**src/rtl/arb_out_queue_pkg.sv**
```systemverilog
// Shared definitions for the arbiter output queue: default sizing and the
// {tag, bits} entry record used on the arbiter side of the link.
package arb_out_queue_pkg;

  localparam int DEPTH_DEF  = 4;
  localparam int DATA_W_DEF = 8;
  localparam int TAG_W_DEF  = 2;

  // One buffered beat: source tag from the arbiter plus its payload.
  typedef struct packed {
    logic [TAG_W_DEF-1:0]  tag;
    logic [DATA_W_DEF-1:0] bits;
  } entry_t;

  // Occupancy counter width for a queue of the given depth (0..depth).
  function automatic int occ_width(input int depth);
    return $clog2(depth) + 1;
  endfunction

endpackage

```
**src/rtl/arb_out_queue_tag_occupancy.sv**
```systemverilog
// Per-source occupancy counters: one counter per tag value, tracking how many
// entries carrying that tag are currently buffered in the queue.
module tag_occupancy
  import arb_out_queue_pkg::*;
#(
  parameter int TAG_W = TAG_W_DEF,
  parameter int CNT_W = 3,
  localparam int NTAG = 1 << TAG_W
) (
  input  logic                        clk,
  input  logic                        reset,
  input  logic                        enq_fire,
  input  logic [TAG_W-1:0]            enq_tag,
  input  logic                        deq_fire,
  input  logic [TAG_W-1:0]            deq_tag,
  output logic [NTAG-1:0][CNT_W-1:0]  counts
);

  logic [NTAG-1:0] inc;
  logic [NTAG-1:0] dec;

  // Decode which counter gains and which loses an entry this cycle.
  always_comb begin
    inc = '0;
    dec = '0;
    for (int k = 0; k < NTAG; k++) begin
      inc[k] = enq_fire && (enq_tag == TAG_W'(k));
      dec[k] = deq_fire && (deq_tag == TAG_W'(k));
    end
  end

  // Counter update; an enqueue and dequeue on the same tag cancel out.
  always_ff @(posedge clk or negedge reset) begin
    if (!reset) begin
      counts <= '0;
    end else begin
      for (int k = 0; k < NTAG; k++) begin
        case ({inc[k], dec[k]})
          2'b10:   counts[k] <= counts[k] + CNT_W'(1);
          2'b01:   counts[k] <= counts[k] - CNT_W'(1);
          default: counts[k] <= counts[k];
        endcase
      end
    end
  end

endmodule

```
**src/rtl/arb_out_queue.sv**
```systemverilog
// Output queue behind the arbiter: a plain registered FIFO of {tag, bits}
// entries with no flow-through and no pipe bypass, plus per-tag occupancy.
module arb_out_queue
  import arb_out_queue_pkg::*;
#(
  parameter int DEPTH  = DEPTH_DEF,
  parameter int DATA_W = DATA_W_DEF,
  parameter int TAG_W  = TAG_W_DEF,
  localparam int PTR_W = $clog2(DEPTH),
  localparam int CNT_W = occ_width(DEPTH)
) (
  input  logic              clk,
  input  logic              reset,
  input  logic              io_enq_valid,
  output logic              io_enq_ready,
  input  logic [DATA_W-1:0] io_enq_bits,
  input  logic [TAG_W-1:0]  io_enq_tag,
  output logic              io_deq_valid,
  input  logic              io_deq_ready,
  output logic [DATA_W-1:0] io_deq_bits,
  output logic [TAG_W-1:0]  io_deq_tag,
  output logic [CNT_W-1:0]  io_count,
  output logic [CNT_W-1:0]  io_tag_count_0,
  output logic [CNT_W-1:0]  io_tag_count_1,
  output logic [CNT_W-1:0]  io_tag_count_2,
  output logic [CNT_W-1:0]  io_tag_count_3
);

  localparam int NTAG = 1 << TAG_W;

  // Same layout as entry_t, sized by this instance's parameters.
  typedef struct packed {
    logic [TAG_W-1:0]  tag;
    logic [DATA_W-1:0] bits;
  } slot_t;

  slot_t                      mem [DEPTH];
  logic [PTR_W-1:0]           wr_ptr;
  logic [PTR_W-1:0]           rd_ptr;
  logic                       enq_fire;
  logic                       deq_fire;
  logic [NTAG-1:0][CNT_W-1:0] tag_counts;
  logic [3:0][CNT_W-1:0]      tag_cnt_vis;

  // Ready/valid depend only on the registered count, never on the far side.
  assign io_enq_ready = (io_count < CNT_W'(DEPTH));
  assign io_deq_valid = (io_count != '0);
  assign enq_fire     = io_enq_valid && io_enq_ready;
  assign deq_fire     = io_deq_valid && io_deq_ready;

  assign io_deq_bits  = mem[rd_ptr].bits;
  assign io_deq_tag   = mem[rd_ptr].tag;

  // Storage write; contents are deliberately not reset.
  always_ff @(posedge clk) begin
    if (enq_fire) begin
      mem[wr_ptr] <= '{tag: io_enq_tag, bits: io_enq_bits};
    end
  end

  // Pointers wrap naturally since DEPTH is a power of two.
  always_ff @(posedge clk or negedge reset) begin
    if (!reset) begin
      wr_ptr <= '0;
      rd_ptr <= '0;
    end else begin
      if (enq_fire) wr_ptr <= wr_ptr + PTR_W'(1);
      if (deq_fire) rd_ptr <= rd_ptr + PTR_W'(1);
    end
  end

  // Occupancy register; simultaneous enqueue and dequeue leave it unchanged.
  always_ff @(posedge clk or negedge reset) begin
    if (!reset) begin
      io_count <= '0;
    end else begin
      case ({enq_fire, deq_fire})
        2'b10:   io_count <= io_count + CNT_W'(1);
        2'b01:   io_count <= io_count - CNT_W'(1);
        default: io_count <= io_count;
      endcase
    end
  end

  tag_occupancy #(
    .TAG_W (TAG_W),
    .CNT_W (CNT_W)
  ) u_tag_occupancy (
    .clk      (clk),
    .reset    (reset),
    .enq_fire (enq_fire),
    .enq_tag  (io_enq_tag),
    .deq_fire (deq_fire),
    .deq_tag  (io_deq_tag),
    .counts   (tag_counts)
  );

  // Map the per-tag counters onto the four fixed output ports.
  always_comb begin
    tag_cnt_vis = '0;
    for (int k = 0; k < NTAG && k < 4; k++) begin
      tag_cnt_vis[k] = tag_counts[k];
    end
  end

  assign io_tag_count_0 = tag_cnt_vis[0];
  assign io_tag_count_1 = tag_cnt_vis[1];
  assign io_tag_count_2 = tag_cnt_vis[2];
  assign io_tag_count_3 = tag_cnt_vis[3];

endmodule

```
**config.mk**
```make
export PLATFORM = sky130hd
export DESIGN_NAME = arb_out_queue
export DESIGN_NICKNAME = d
export VERILOG_FILES = /design/src/rtl/arb_out_queue_pkg.sv /design/src/rtl/arb_out_queue_tag_occupancy.sv /design/src/rtl/arb_out_queue.sv
export SDC_FILE = /design/constraint.sdc
export NUM_CORES = 1
export LEC_CHECK = 0
export CORE_ASPECT_RATIO = 0.6
export CORE_MARGIN = 8
export CORE_UTILIZATION = 30
export CTS_CLUSTER_DIAMETER = 150
export DETAILED_ROUTE_END_ITERATION = 12
export GPL_TIMING_DRIVEN = 1
export PLACE_DENSITY = 0.57
export SYNTH_ARGS = -nofsm -noshare
export SYNTH_HDL_FRONTEND = slang
export SYNTH_HIERARCHICAL = 1
export SYNTH_SLANG_ARGS = --single-unit
```
**constraint.sdc**
```tcl
create_clock -name clk -period 2.9 [get_ports clk]
set_input_delay 0.435 -clock clk [delete_from_list [all_inputs] [get_ports clk]]
set_output_delay 0.435 -clock clk [all_outputs]
set_load 0.01 [all_outputs]
```
==> results of run 1 <==
==> layout by cell type (no fill, tap or decap), types with 4 or more instances in the layout <==
master,Yosys,routed
dfrtp_1,19,19
ha_1,9,9
mux4_2,8,8
inv_1,13,13
buf_4,0,5
clkdlybuf4s50_1,0,40
fa_1,5,5
xnor2_1,10,10
xor2_1,8,8
clkbuf_16,0,9
nand2_1,6,6
and2_1,4,4
o21ai_0,4,4
edfxtp_1,40,40
nor2_1,6,6
==> power groups by stage <==
| stage | registers, W | logic, W | clock network [W] |
|---|---|---|---|
| 6_report | 0.00128 | 0.00142 | 0.00109 |
| 3_5_place_dp | 0.00130 | 0.00145 | 0 |
| 3_3_place_gp | 0.00130 | 0.00142 | 0 |
| 4_1_cts | 0.00129 | 0.00146 | 0.00111 |
| 2_1_floorplan | 0.00131 | 0.000779 | 0 |
| 5_1_grt | 0.00131 | 0.00157 | 0.00116 |
==> worst register-to-register path, delay by kind of cell (launching register included) <==
kind,cells,cell delay [ps]
fa+ha+maj,2,660
buf+inv,1,180
flops,1,370
mux,2,830
simple gates,1,260
==> final cells by class <==
type                       count  area [µm²]  share of cell area [%]
inverter                      13        48.8                    1.44
multi-input combinational     74         787                    23.2
sequential                    59        1680                    49.3
timing repair buffer          45         438                    12.9
clock buffer                  10         229                    6.74
clock inverter                 6        80.1                    2.36
tap                          112         140                    4.12
==> final timing paths <==
kind	startpoint	end	slack, ps
min in group asynchronous	reset	u_tag_occupancy/counts[7]	630
max in group asynchronous	reset	u_tag_occupancy/counts[3]	1700
hold reg to reg	u_tag_occupancy/counts[2]	u_tag_occupancy/counts[2]	460
setup / recovery	rd_ptr[0]	u_tag_occupancy/counts[1]	480
setup reg to reg	rd_ptr[0]	u_tag_occupancy/counts[1]	480
hold / removal	u_tag_occupancy/counts[2]	u_tag_occupancy/counts[2]	460
==> per-layer routing <==
| metal | vias up | part of all wire, % | GRT usage, % |
|---|---|---|---|
| met1 | 639 | 51 | 11.4 |
| li1 | 641 | - | - |
| met5 | - | 0 | 0 |
| met2 | 29 | 43 | 12.7 |
| met4 | 0 | 1.7 | 4.86 |
| met3 | 7 | 4.3 | 3.40 |
==> sequential cells by signal (all words and copies together), names as in the netlist <==
| signal | flops |
|---|---|
| mem | 40 |
| u_tag_occupancy/counts | 12 |
| io_count | 3 |
| rd_ptr | 2 |
| wr_ptr | 2 |
==> stage by stage <==
stage	cell area (µm²)	hold slack, ps	utilization [%]	total power, W
floorplan	2530	139	-	0.00209
global placement	3090	457	37.0	0.00272
detailed placement	3090	461	37.0	0.00275
CTS	3400	473	40.7	0.00386
global route	3400	497	40.7	0.00405
finish	3400	464	40.7	0.00379
==> cell families (layout without fill, tap and decap cells) <==
family	Yosys count	count (layout)
AO/OA/AOI/OAI	5	5
XOR/XNOR	18	18
adder cells (fa/ha/maj)	14	14
buffers and inverters	16	74
flip-flops	59	59
multiplexers	12	12
AND/OR/NAND/NOR	25	25
==> summary.txt, run 1 <==
CP Capture Type - flip-flop
layout filler cell count - 761
Non-Filler Instances - 319
Ys Warns - 6
fin crit share - 83.5%
worst-case reg-to-reg path depth - 6
total congestion overflow - 0
post_cts resized - 0
simple-gate share of the synthesized area - 5.23%
Arrival @ worst endpoint - 2620 ps
Root Buffer - clkbuf_16
Setup TNS Final - 0 ps
CTS tree - done
Power Density - 1110 nW/µm²
# hold bufs at CTS - 0
Net Sw Frac - 29.6%
synth cell count leaders - 40 x edfxtp_1, 19 x dfrtp_1, 13 x inv_1
Final Max Tran Viols - 0
WP depth - 6
Final ANT Viol Nets - 0
die height - 87.2 µm
RSZ-0062 raised after global routing - false
CP bufs+invs - 1
die area - 11700 µm²
maximum number of pins on one net before global-route repair - 20
Hold Path Cell Cnt - 1
share of cells above drive strength 1 - 13.5%
DRC violations left - 0
NetSw - 0.00112 W
delay-heaviest family, CP - multiplexers
GPL Wtd Cong - 0.696
Post-synth EDFFs - 40
Die Width - 135 µm
I/O Pins - 41
Hold Path Class - flip-flop to flip-flop
clock slew at reported path FFs - 50 ps
initial antenna violation count - 0
clock share of power - 28.7%
post-synthesis mux area share - 10.1%
total CTS buffers - 9
TritonRoute pass-1 iters - 4
Vias per Instance - 4.13
sequential power share - 33.9%
Total Routed Length - 4720 µm
post-synthesis xor/xnor area fraction - 6.22%
Logic pwr share - 37.4%
max-cap violations - 0
CP peak stage delay - 570 ps
Worst EP required - 3100 ps
port bufs - 40
H-tree depth - 3
leakage - 1.27 nW
Initial Util - 30.3%
core area - 8360 µm²
Rows - 26
DRT iter0 DRCs - 57
Post-Place Worst Slack - 336 ps
Clock Sinks - 59
number of distinct library cells after synthesis - 24
post-synth top area share - 47.4%
Antenna Diode Count - 0
main combinational cell family by area after synthesis - multiplexers
WL/cell - 14.8 µm
Max Clk Rate - 413 MHz
Final Hold Fails - 0
Pint - 0.00267 W
fin crit period - 2420 ps
Synth Area in Compound Gates - 1.14%
global-route usage over all layers - 8.91%
VDD IR max - 0.381 mV
slack of the critical path - 479 ps
sequential element share of the synthesized area - 66.2%
cell with the most instances after synthesis - edfxtp_1
clock skew - 7.02 ps
NumNets Final - 230
CP max stage cell - mux4_2
Post-CTS Repair Setup Buffers - 0
Vias - 1316
Syn Area/Cell - 17.0 µm²
Slew HR - 38.5%
vias in the first global route - 1448
clk_lat worst skew - 320 ps
placed cell count - 303
# setup viols final - 0
top cells by area, synth - edfxtp_1 47%, dfrtp_1 19%, mux4_2 7.1%
worst-path cell chain - buf_4, mux4_2, nor3b_1, ha_1, fa_1, mux2_2
Setup Crit Path Kind - flip-flop to flip-flop
cell area after synthesis - 2530 µm²
status - finished, final reports clean
Slew @ Worst Pin - 919 ps
Synth Net Count - 177
biggest area consumer among synthesized cells - edfxtp_1
HPWL Detailed - 3450 µm
clk buf depth - 2
Worst setup SP type - flip-flop
critical-path maximum fanout - 5
Synth Register Bits - 59
Mapped Cells - 149
synthesis-to-finish area growth - 34.2%
Async SR Flop Fraction - 32.2%
first-pass GRT wire length - 7780 µm
area share of fa/ha/maj cells after synthesis - 8.40%
Main synth FF type - edfxtp_1
Note: power is estimated with default switching activity, not from simulation.
==> run 2, diff against run 1 <==
- clock period: 2.9 -> 2.4 ns (I/O delays scaled with it)
==> summary.txt, run 2 (same netlist as run 1, synthesis figures left out) <==
status - finished, final reports clean (unchanged)
synthesis-to-finish area growth - 41.3% (was 34.2%)
Slew @ Worst Pin - 259 ps (was 919 ps)
Final Max Tran Viols - 0 (unchanged)
Antenna Diode Count - 0 (unchanged)
total congestion overflow - 0 (unchanged)
Slew HR - 82.8% (was 38.5%)
HPWL Detailed - 3450 µm (about the same)
Largest regs - mem: 40 flops, u_tag_occupancy/counts: 12 flops, io_count: 3 flops (unchanged)
clock slew at reported path FFs - 50 ps (about the same)
die area - 11700 µm² (unchanged)
core area - 8360 µm² (unchanged)
NumNets Final - 244 (was 230)
Final ANT Viol Nets - 0 (unchanged)
TritonRoute pass-1 iters - 4 (unchanged)
maximum number of pins on one net before global-route repair - 20 (unchanged)
WL/cell - 13.9 µm (was 14.8 µm)
Max Clk Rate - 433 MHz (was 413 MHz)
CP Capture Type - flip-flop (unchanged)
Worst EP required - 2600 ps (was 3100 ps)
leakage - 1.36 nW (was 1.27 nW)
CTS tree - done (unchanged)
Initial Util - 30.3% (unchanged)
Hold Path Class - input pin to async pin (was flip-flop to flip-flop)
Pint - 0.00337 W (was 0.00267 W)
clock skew - 4.42 ps (was 7.02 ps)
RSZ-0062 raised after global routing - false (unchanged)
total power - 0.00476 W (was 0.00379 W)
I/O Pins - 41 (unchanged)
initial antenna violation count - 0 (unchanged)
Vias - 1364 (was 1316)
fin crit share - 96.1% (was 83.5%)
port bufs - 40 (unchanged)
DRC violations left - 0 (unchanged)
Power Density - 1330 nW/µm² (was 1110 nW/µm²)
total CTS buffers - 9 (unchanged)
Arrival @ worst endpoint - 2510 ps (was 2620 ps)
Clock Sinks - 59 (unchanged)
sequential power share - 32.7% (was 33.9%)
Rows - 26 (unchanged)
H-tree depth - 3 (unchanged)
Largest register FFs - 40 (unchanged)
vias in the first global route - 1438 (was 1448)
VDD IR max - 0.537 mV (was 0.381 mV)
max-cap violations - 0 (unchanged)
fin crit period - 2310 ps (was 2420 ps)
Die Width - 135 µm (unchanged)
die height - 87.2 µm (unchanged)
Final Hold Fails - 0 (unchanged)
critical-path maximum fanout - 5 (unchanged)
GPL Wtd Cong - 0.701 (was 0.696)
Finished Core Util - 42.8% (was 40.7%)
Setup Crit Path Kind - flip-flop to flip-flop (unchanged)
global-route usage over all layers - 8.45% (was 8.91%)
Root Buffer - clkbuf_16 (unchanged)
# hold bufs at CTS - 0 (unchanged)
most frequent cells in the layout - 40 x clkdlybuf4s50_1, 40 x edfxtp_1, 18 x dfrtp_1 (was 40 x clkdlybuf4s50_1, 40 x edfxtp_1, 19 x dfrtp_1)
DRT iter0 DRCs - 125 (was 57)
clk_lat worst skew - 320 ps (about the same)
Net Sw Frac - 29.3% (was 29.6%)
largest reg by FF count - mem (unchanged)
clock share of power - 28.0% (was 28.7%)
Total Routed Length - 4630 µm (was 4720 µm)
worst-case reg-to-reg path depth - 6 (unchanged)
NetSw - 0.00139 W (was 0.00112 W)
share of cells above drive strength 1 - 23.1% (was 13.5%)
clk buf depth - 2 (unchanged)
Worst setup SP type - flip-flop (unchanged)
# setup viols final - 0 (unchanged)
Vias per Instance - 4.10 (was 4.13)
first-pass GRT wire length - 7400 µm (was 7780 µm)
Logic pwr share - 39.3% (was 37.4%)
[run 2: layout make-up]
| cell class | instances | area (µm²) |
|---|---|---|
| Clock buffer | 10 | 229 |
| Clock inverter | 6 | 90.1 |
| Fill cell | 745 | 4780 |
| Inverter | 13 | 48.8 |
| Multi-Input combinational cell | 74 | 798 |
| Sequential cell | 59 | 1680 |
| Tap cell | 112 | 140 |
| Timing Repair Buffer | 59 | 597 |
[run 2: timing repair]
action,in CTS,in global routing
endpoints found under the setup margin,1,8
resized for setup,2,6
pin swaps,0,4
gates cloned,0,0
setup buffers,0,2
[run 2: path summary, 6_finish.rpt]
kind / startpoint / to / slack, ps
setup / recovery: rd_ptr[0] / u_tag_occupancy/counts[1] / 90
hold / removal: reset / u_tag_occupancy/counts[8] / 390
setup reg to reg: rd_ptr[0] / u_tag_occupancy/counts[1] / 90
hold reg to reg: u_tag_occupancy/counts[5] / u_tag_occupancy/counts[5] / 460
max in group asynchronous: reset / rd_ptr[0] / 1790
min in group clk: u_tag_occupancy/counts[5] / u_tag_occupancy/counts[5] / 460
[run 2: stage by stage]
step / setup TNS, ps / area (µm²) / instances / hold slack, ps / worst slack (ps)
6_report: 0 / 3580 / 333 / 386 / 93.0
4_1_cts: -3.87 / 3540 / 331 / 387 / -3.87
2_1_floorplan: 0 / 2530 / 149 / 64.4 / 52.9
3_3_place_gp: -92.3 / 3220 / 315 / 456 / -48.1
3_5_place_dp: -157 / 3220 / 315 / 465 / -76.2
5_1_grt: 0 / 3580 / 333 / 411 / 0.0273
[run 2: power groups by stage]
| stage | logic, W | clock network, W | registers (W) |
|---|---|---|---|
| 2_1_floorplan | 0.000942 | 0 | 0.00159 |
| 3_5_place_dp | 0.00183 | 0 | 0.00157 |
| 6_report | 0.00187 | 0.00133 | 0.00156 |
| 5_1_grt | 0.00207 | 0.00142 | 0.00159 |
| 3_3_place_gp | 0.00181 | 0 | 0.00157 |
| 4_1_cts | 0.00185 | 0.00137 | 0.00156 |
[run 2: critical path, cell delays in order, from the launching register on]
cell	delay [ps]
dfrtp_2	390
buf_6	130
mux4_2	560
nor3b_2	230
ha_2	210
fa_1	400
mux2_2	270
[run 2: per-layer routing]
metal	GRT usage [%]	vias to the layer above	part of all wire, %	routed length, µm
li1	-	668	-	-
met1	10.6	662	48	2230
met2	11.9	30	44	2050
met3	3.74	4	6.1	281
met4	4.66	0	1.5	70
met5	0	-	0	0
